File: config.mk
export PLATFORM = sky130hd
export DESIGN_NAME = image_filter_3x3_stream
export DESIGN_NICKNAME = d
export VERILOG_FILES = /design/src/rtl/image_filter_3x3_stream.sv
export SDC_FILE = /design/constraint.sdc
export NUM_CORES = 1
export LEC_CHECK = 0
export ABC_AREA = 1
export CAP_MARGIN = 5
export CORE_MARGIN = 2
export CORE_UTILIZATION = 26
export CTS_CLUSTER_SIZE = 10
export DETAILED_ROUTE_END_ITERATION = 7
export PLACE_DENSITY = 0.48
export SLEW_MARGIN = 10
export SYNTH_ARGS = -nofsm -noshare
export SYNTH_HDL_FRONTEND = slang
export SYNTH_SLANG_ARGS = --single-unit
File: constraint.sdc
create_clock -name clk -period 9.5 [get_ports clk]
set_clock_uncertainty 0.2 [all_clocks]
set_input_delay 1.9 -clock clk [delete_from_list [all_inputs] [get_ports clk]]
set_output_delay 1.9 -clock clk [all_outputs]
set_load 0.05 [all_outputs]
File: src/rtl/image_filter_3x3_stream.sv
// Streaming 3x3 neighbourhood filter (average / Gaussian / sharpen / bypass) over a raster pixel stream.
// Define FILTER_ROUND_EN to round average and Gaussian results to nearest instead of truncating.
module image_filter_3x3_stream #(
  parameter int IMG_W = 16,
  parameter int IMG_H = 16,
  parameter int PIX_W = 8
) (
  input  logic             clk,
  input  logic             rst,
  input  logic             start,
  input  logic [1:0]       mode,
  input  logic             in_valid,
  output logic             in_ready,
  input  logic [PIX_W-1:0] in_pixel,
  output logic             out_valid,
  output logic [PIX_W-1:0] out_pixel,
  output logic             busy,
  output logic             done,
  output logic [1:0]       dbg_state
);
  localparam int N     = IMG_W * IMG_H;
  localparam int CNT_W = $clog2(N + IMG_W + 1);
  localparam int COL_W = $clog2(IMG_W);
  localparam int ROW_W = $clog2(IMG_H);
  localparam int ACC_W = PIX_W + 4;
  localparam logic [ACC_W-1:0]        NINE = ACC_W'(9);
  localparam logic signed [ACC_W-1:0] MAXV = ACC_W'((1 << PIX_W) - 1);

  typedef enum logic [1:0] {S_IDLE, S_FILL, S_RUN, S_DRAIN} state_t;

  state_t           r_state;
  logic             r_in_ready, r_busy, r_done, r_out_valid;
  logic [1:0]       r_mode;
  logic [CNT_W-1:0] r_cnt;
  logic [COL_W-1:0] r_col, r_ocol;
  logic [ROW_W-1:0] r_orow;
  logic             r_s1_valid, r_s1_border, r_s1_last;
  logic [PIX_W-1:0] r_out_pixel;
  logic [PIX_W-1:0] r_lb1 [IMG_W];
  logic [PIX_W-1:0] r_lb2 [IMG_W];
  logic [PIX_W-1:0] r_win [3][3];

  // Handshake: a pixel transfers on every rising edge where in_valid and in_ready are both 1;
  // the output side has no backpressure and out_valid marks each produced pixel.
  logic w_accept, w_drain, w_emit;
  assign w_accept = in_valid & r_in_ready;
  assign w_drain  = (r_state == S_DRAIN);
  assign w_emit   = (r_state == S_RUN && w_accept) || w_drain;

  always_ff @(posedge clk) begin
    if (rst) begin
      r_state     <= S_IDLE;
      r_in_ready  <= 1'b0;
      r_busy      <= 1'b0;
      r_mode      <= 2'd0;
      r_cnt       <= '0;
      r_col       <= '0;
      r_ocol      <= '0;
      r_orow      <= '0;
      r_s1_valid  <= 1'b0;
      r_s1_border <= 1'b0;
      r_s1_last   <= 1'b0;
    end else begin
      r_s1_valid <= 1'b0;
      r_s1_last  <= 1'b0;
      if (r_done) r_busy <= 1'b0;
      case (r_state)
        S_IDLE: if (start && !r_busy) begin
          r_state    <= S_FILL;
          r_in_ready <= 1'b1;
          r_busy     <= 1'b1;
          r_mode     <= mode;
          r_cnt      <= '0;
          r_col      <= '0;
          r_ocol     <= '0;
          r_orow     <= '0;
        end
        S_FILL, S_RUN: if (w_accept) begin
          r_cnt <= r_cnt + 1'b1;
          r_col <= (r_col == COL_W'(IMG_W - 1)) ? '0 : r_col + 1'b1;
          if (r_state == S_FILL && r_cnt == CNT_W'(IMG_W)) r_state <= S_RUN;
          if (r_state == S_RUN && r_cnt == CNT_W'(N - 1)) begin
            r_state    <= S_DRAIN;
            r_in_ready <= 1'b0;
          end
        end
        default: begin
          r_cnt <= r_cnt + 1'b1;
          r_col <= (r_col == COL_W'(IMG_W - 1)) ? '0 : r_col + 1'b1;
          if (r_cnt == CNT_W'(N + IMG_W)) begin
            r_state   <= S_IDLE;
            r_s1_last <= 1'b1;
          end
        end
      endcase
      // Output-position counters track the centre pixel of the window being emitted.
      if (w_emit) begin
        r_s1_valid  <= 1'b1;
        r_s1_border <= (r_orow == '0) || (r_orow == ROW_W'(IMG_H - 1)) ||
                       (r_ocol == '0) || (r_ocol == COL_W'(IMG_W - 1));
        if (r_ocol == COL_W'(IMG_W - 1)) begin
          r_ocol <= '0;
          r_orow <= (r_orow == ROW_W'(IMG_H - 1)) ? '0 : r_orow + 1'b1;
        end else begin
          r_ocol <= r_ocol + 1'b1;
        end
      end
    end
  end

  // Window rows: 0 = two rows up, 1 = previous row, 2 = incoming row; column 2 is newest.
  always_ff @(posedge clk) begin
    if (w_accept || w_drain) begin
      for (int r = 0; r < 3; r++) begin
        r_win[r][0] <= r_win[r][1];
        r_win[r][1] <= r_win[r][2];
      end
      r_win[0][2] <= r_lb2[r_col];
      r_win[1][2] <= r_lb1[r_col];
      r_win[2][2] <= in_pixel;
    end
    if (w_accept) begin
      r_lb2[r_col] <= r_lb1[r_col];
      r_lb1[r_col] <= in_pixel;
    end
  end

  logic [ACC_W-1:0]        w_c, w_nsew, w_diag, w_s9, w_g, w_avg, w_gau;
  logic signed [ACC_W-1:0] w_res;
  logic [PIX_W-1:0]        w_pix;

  always_comb begin
    w_c    = {4'b0, r_win[1][1]};
    w_nsew = {4'b0, r_win[0][1]} + {4'b0, r_win[2][1]} + {4'b0, r_win[1][0]} + {4'b0, r_win[1][2]};
    w_diag = {4'b0, r_win[0][0]} + {4'b0, r_win[0][2]} + {4'b0, r_win[2][0]} + {4'b0, r_win[2][2]};
    w_s9   = w_c + w_nsew + w_diag;
    w_g    = (w_c << 2) + (w_nsew << 1) + w_diag;
`ifdef FILTER_ROUND_EN
    w_avg  = (w_s9 + ACC_W'(4)) / NINE;
    w_gau  = (w_g + ACC_W'(8)) >> 4;
`else
    w_avg  = w_s9 / NINE;
    w_gau  = w_g >> 4;
`endif
    case (r_mode)
      2'd0:    w_res = $signed(w_avg);
      2'd1:    w_res = $signed(w_gau);
      2'd2:    w_res = $signed((w_c << 2) + w_c) - $signed(w_nsew);
      default: w_res = $signed(w_c);
    endcase
    if (r_s1_border) w_res = $signed(w_c);
    if (w_res[ACC_W-1])   w_pix = '0;
    else if (w_res > MAXV) w_pix = '1;
    else                   w_pix = w_res[PIX_W-1:0];
  end

  always_ff @(posedge clk) begin
    if (rst) begin
      r_out_valid <= 1'b0;
      r_out_pixel <= '0;
      r_done      <= 1'b0;
    end else begin
      r_out_valid <= r_s1_valid;
      r_done      <= r_s1_last;
      if (r_s1_valid) r_out_pixel <= w_pix;
    end
  end

  assign in_ready  = r_in_ready;
  assign out_valid = r_out_valid;
  assign out_pixel = r_out_pixel;
  assign busy      = r_busy;
  assign done      = r_done;
  assign dbg_state = r_state;
endmodule
### Yosys cells after proc, flatten, opt, wreduce, memory -nomap -nowiden

Memory sizes are Yosys's and may differ from the RTL's. A register that Yosys moved wholly into a read port is not among the register bits.
Cells that the tools add are included.

| operators by class | value |
|---|---|
| add/sub/neg operators | 16 |
| multiply operators | 0 |
| divide/modulo/power cells | 1 |
| order comparisons | 1 |
| equality and inequality tests | 15 |
| shift operators | 0 |
| mux-type cells | 42 |
| bitwise operators | 1 |
| reductions and logical operators | 25 |

Operators with widths:

| kind | count |
|---|---|
| 4-bit two-way mux | 15 |
| 12-bit case mux with 3 select lines | 1 |
| 10-bit by 8-bit adder with 11-bit output | 3 |
| 12-bit by 11-bit adder with 12-bit output | 2 |
| 9-bit by 8-bit adder with 10-bit output | 2 |
| 8-bit by 8-bit adder with 9-bit output | 2 |
| 9-bit two-way mux | 2 |
| 9-bit case mux with 2 select lines | 1 |
| 8-bit two-way mux | 2 |
| 10-bit by 12-bit adder with 12-bit output | 1 |
| 4-bit by 1-bit adder with 4-bit output (second input constant) | 3 |
| 8-bit by 11-bit adder with 12-bit output | 1 |
| 12-bit by 4-bit divider with 12-bit output (second input constant) | 1 |
| 4-bit equality test (second input constant) | 3 |
| 12-bit by 9-bit > comparator with 1-bit output (second input constant) | 1 |
| 1-bit two-way mux | 12 |
| 12-bit two-way mux | 1 |
| 11-bit by 11-bit subtractor with 12-bit output | 1 |
| 2-bit two-way mux | 5 |
| 9-bit by 1-bit adder with 9-bit output (second input constant) | 1 |
| 9-bit by 5-bit equality test with 1-bit output (second input constant) | 1 |
| 9-bit by 8-bit equality test with 1-bit output (second input constant) | 1 |
| 9-bit equality test (second input constant) | 1 |
| 4-bit logical NOT | 2 |
| 18 further kinds | 36 |

| word-level totals | value |
|---|---|
| register bits after elaboration | 40 |
| bits in latches | 0 |
| memory bits (writable) | 328 |
| bits in read-only memories | 0 |
| input port bits | 14 |
| output and inout port bits | 14 |
| memories | 3 |

Memory list:

| memory | depth | bits a word | read ports | clocked after memory_dff | write ports | RTL line | text |
|---|---|---|---|---|---|---|---|
| r_lb1 | 16 | 8 | 1 | 1 | 1 | 39 | `logic [PIX_W-1:0] r_lb1 [IMG_W];` |
| r_lb2 | 16 | 8 | 1 | 1 | 1 | 40 | `logic [PIX_W-1:0] r_lb2 [IMG_W];` |
| r_win | 3 | 24 | 3 | 0 | 3 | 41 | `logic [PIX_W-1:0] r_win [3][3];` |

### Logic depth before layout (Yosys ltp)

An unclocked memory read counts as a cell.

| depth | value |
|---|---|
| depth in word-level cells | 12 |
| mapped depth | 75 |
| mapped depth without buffers | 75 |

### Least setup slack after synthesis

No wires, ideal clock.

| timing | value |
|---|---|
| kind | flip-flop to flip-flop |
| start | memory r_win[0][9] (netlist bit) |
| end | register r_out_pixel[0], in the netlist out_pixel[0] |
| data arrival time | 7,694 ps |
| data required time | 9,168 ps |
| slack | 1,474 ps |
| cell stages (with the launch flop) | 63 |
| path buffers | 0 |
| path through | edfxtp_1 -> inv_1 -> fa_1 -> inv_1 -> fa_1 -> ha_1 -> inv_1 -> fa_1 -> o21ai_0 -> a21oi_1 -> o21bai_1 -> xor2_1 -> inv_1 -> fa_1 -> inv_1 -> ha_1 -> nand2_1 -> inv_1 -> [27 not listed] -> nand4_2 -> nand2_2 -> nand2_2 -> nand2_2 -> nand2_1 -> inv_1 -> ha_1 -> or2_2 -> nand2_1 -> nand3_1 -> nand2_1 -> nand2_1 -> nand2_1 -> nand2_1 -> nand2_1 -> nand2_1 -> nand2_1 -> a21oi_1 |

RTL lines:

| item | RTL line | text |
|---|---|---|
| start: declaration | 41 |  |
| end signal: assignment | 165 | `if (r_s1_valid) r_out_pixel <= w_pix;` |
| end: declaration | 38 | `logic [PIX_W-1:0] r_out_pixel;` |

==> results_dict.tcl <==
set metrics [dict create \
    fp.dieW_um 273 \
    final_hold_viol_count 0 \
    synth_edf_count 328 \
    start_util_pct 26.3 \
    cp-end-kind "flop" \
    cts_made_buffers 45 \
    drive_gt1_share_pct 9.27 \
    cp_slowest_cell "fa_1" \
    status "complete, no violations" \
    critical_path_class "reg2reg" \
    dr.pass1.iters 5 \
    drt-initial-drc-count 747 \
    totalNegativeSetupSlack_ns 0 \
    crit_path_start_kind "flop" \
    place.gp.congestion 0.820 \
    cpMostUsedCell "nand2_1" \
    grt_pass1_vias 12000 \
    synth.largest_area_cell "edfxtp_1" \
    grt.total_usage_pct 12.0 \
    die_h_um 273 \
    drc_errors 0 \
    die_area_um2 74500 \
    grt_max_degree 150 \
    synth-simple-area-share_pct 10.4 \
    io_buffer_count 27 \
    grt_setup_unrepaired "false" \
    grt_overflow 0 \
    holdBufCountCts 0 \
    yosys.area_share.xor_xnor_pct 1.48 \
    fin_crit_sh_pct 91.9 \
    ant_nets 0 \
    synth-compound-area-share_pct 10.2 \
    cts.clk_slew.worst_paths_ns 0.05 \
    hold_depth 2 \
    synth_common_cells "328 x edfxtp_1, 287 x inv_1, 203 x nand2_1" \
    crit_fanout 6 \
    syn2layout_area_growth_pct 15.3 \
    clockBufferDepth 3 \
    synth_top_family_by_area "adder cells" \
    antenna_found_initial 0 \
    worstSkewPairLatency_ns 0.57 \
    synth_seq_area_share_pct 57.1 \
    diodes 0 \
    core_area_um2 71600 \
    dp_hpwl_mm 27.7 \
    pre_cts_ws_ns 0.362 \
    htree_num_levels 2 \
    std_cell_rows 98 \
    ys_warn_count 0 \
    synth_seq_cells 372 \
    relSlewSlack_pct 22.8 \
    cap_violations 0 \
    clock-root-buffer "clkbuf_16" \
    vias_per_cell 4.43 \
    num-nets-final 1894 \
    synth.top_cell.area_share_pct 52.4 \
    r2r_cells 68 \
    grt_pass1_wl_mm 69.5 \
    tightest_slew_ns 1.15 \
    synthArstFlopShare_pct 0 \
    worst_slack_ns 0.768 \
    synth.area.mux_share_pct 3.46 \
    cp.arrival_ns 9.03 \
    vias 12100 \
    finalMaxSlewViolations 0 \
    ys_types 49 \
    synth_fa_ha_area_share_pct 10.4 \
    synth_area_um2 18800 \
    syn_inst 1705 \
    critical_path.max_stage_delay_ns 0.52 \
    wire_per_inst_um 16.3 \
    final_util_pct 30.3 \
    ys.flop_type "edfxtp_1" \
    ys_top_cells_by_area "edfxtp_1 52%, fa_1 5.7%, inv_1 5.7%, dfxtp_1 4.7%, ha_1 4.7%" \
    clock.fmax_ghz 0.115 \
    avgSynthCellArea_um2 11.0 \
    hold_class "reg2reg" \
    hold_ws_ns 0.203 \
    finalSetupViolCount 0 \
    syn_nets 1843 \
    min_period_ns 8.73 \
    worstPathRequired_ns 9.80 \
    cts_tree "done" \
    synth_most_common_cell "edfxtp_1" \
    clock-sinks 372 \
    fillerInstances 7404 \
    io_pins 28 \
    routed_wl_mm 44.4 \
]
-- per-stage QoR --
step | instance area [um^2] | instances
floorplan | 18800 | 1705
global placement | 20300 | 2658
detailed placement | 20300 | 2658
CTS | 21600 | 2729
global route | 21700 | 2730
finish | 21700 | 2730
-- worst paths after layout --
kind / start / to / slack, ns
setup / recovery: r_win[0][51]$_DFFE_PP_ / out_pixel[0]$_SDFFE_PP0P_ / 0.77
hold / removal: r_s1_last$_SDFF_PP0_ / done$_SDFF_PP0_ / 0.20
setup reg to reg: r_win[0][51]$_DFFE_PP_ / out_pixel[0]$_SDFFE_PP0P_ / 0.77
hold reg to reg: r_s1_last$_SDFF_PP0_ / done$_SDFF_PP0_ / 0.20
-- per-layer routing --
metal / vias to the layer above / GRT usage (%) / part of all wire, %
li1: 5934 / - / -
met1: 5937 / 15.7 / 46
met2: 173 / 20.5 / 49
met3: 62 / 1.96 / 3.4
met4: 0 / 2.95 / 2.0
met5: - / 0 / 0
-- state kept, by name, indices dropped and copies added (netlist names), named ones only --
register and count:
r_lb1 128, in_ready 1, r_col 4, dbg_state 2, r_s1_border 1, r_mode 2, r_ocol 4, out_pixel 8
out_valid 1, r_s1_last 1, done 1, r_cnt 9, r_win 72, r_s1_valid 1, busy 1, r_orow 4
r_lb2 128
-- worst max-delay path: cells and delay by family (launching register included) --
family	cells	cell delay [ns]
AOI/OAI and AO/OA	7	1.12
xor gates and xnor gates	1	0.28
buffers and inverters	9	0.70
and+or+nand+nor	45	3.73
adders and majority gates	6	2.18
DFF	1	0.48
-- kinds of logic (layout without fill, tap and decap cells) --
logic type      count (synthesis)  after routing
compound gates                332            332
xor+xnor                       31             31
fa+ha+maj                     124            124
buf+inv                       351            426
flops                         372            372
mux                            65             65
simple gates                  430            430
-- cell type report --
| cell class | instances | area (um^2) | share of cell area, % |
|---|---|---|---|
| Timing Repair Buffer | 51 | 463 | 2.13 |
| Clock buffer | 66 | 1250 | 5.75 |
| Inverter | 304 | 1140 | 5.26 |
| Sequential cell | 372 | 10700 | 49.5 |
| Clock inverter | 5 | 41.3 | 0.190 |
| Tap cell | 950 | 1190 | 5.48 |
| Multi-Input combinational cell | 982 | 6880 | 31.7 |
-- placed cells by master (no fill, tap or decap), drive strengths merged, types with 44 or more instances in the layout --
master  count
o211ai     64
mux2i      65
a21oi     120
edfxtp    328
nor2       98
ha         70
fa         54
nand3      74
inv       300
nand2     225
dfxtp      44
o21ai     121
clkbuf     66
-- repair_timing --
item	CTS	global route
gates resized for setup	0	20
setup endpoints to repair	0	2
setup buffers	0	1
Power is not shown: default switching activity piles up to over one toggle a cycle in this logic, so the estimate is an artifact.
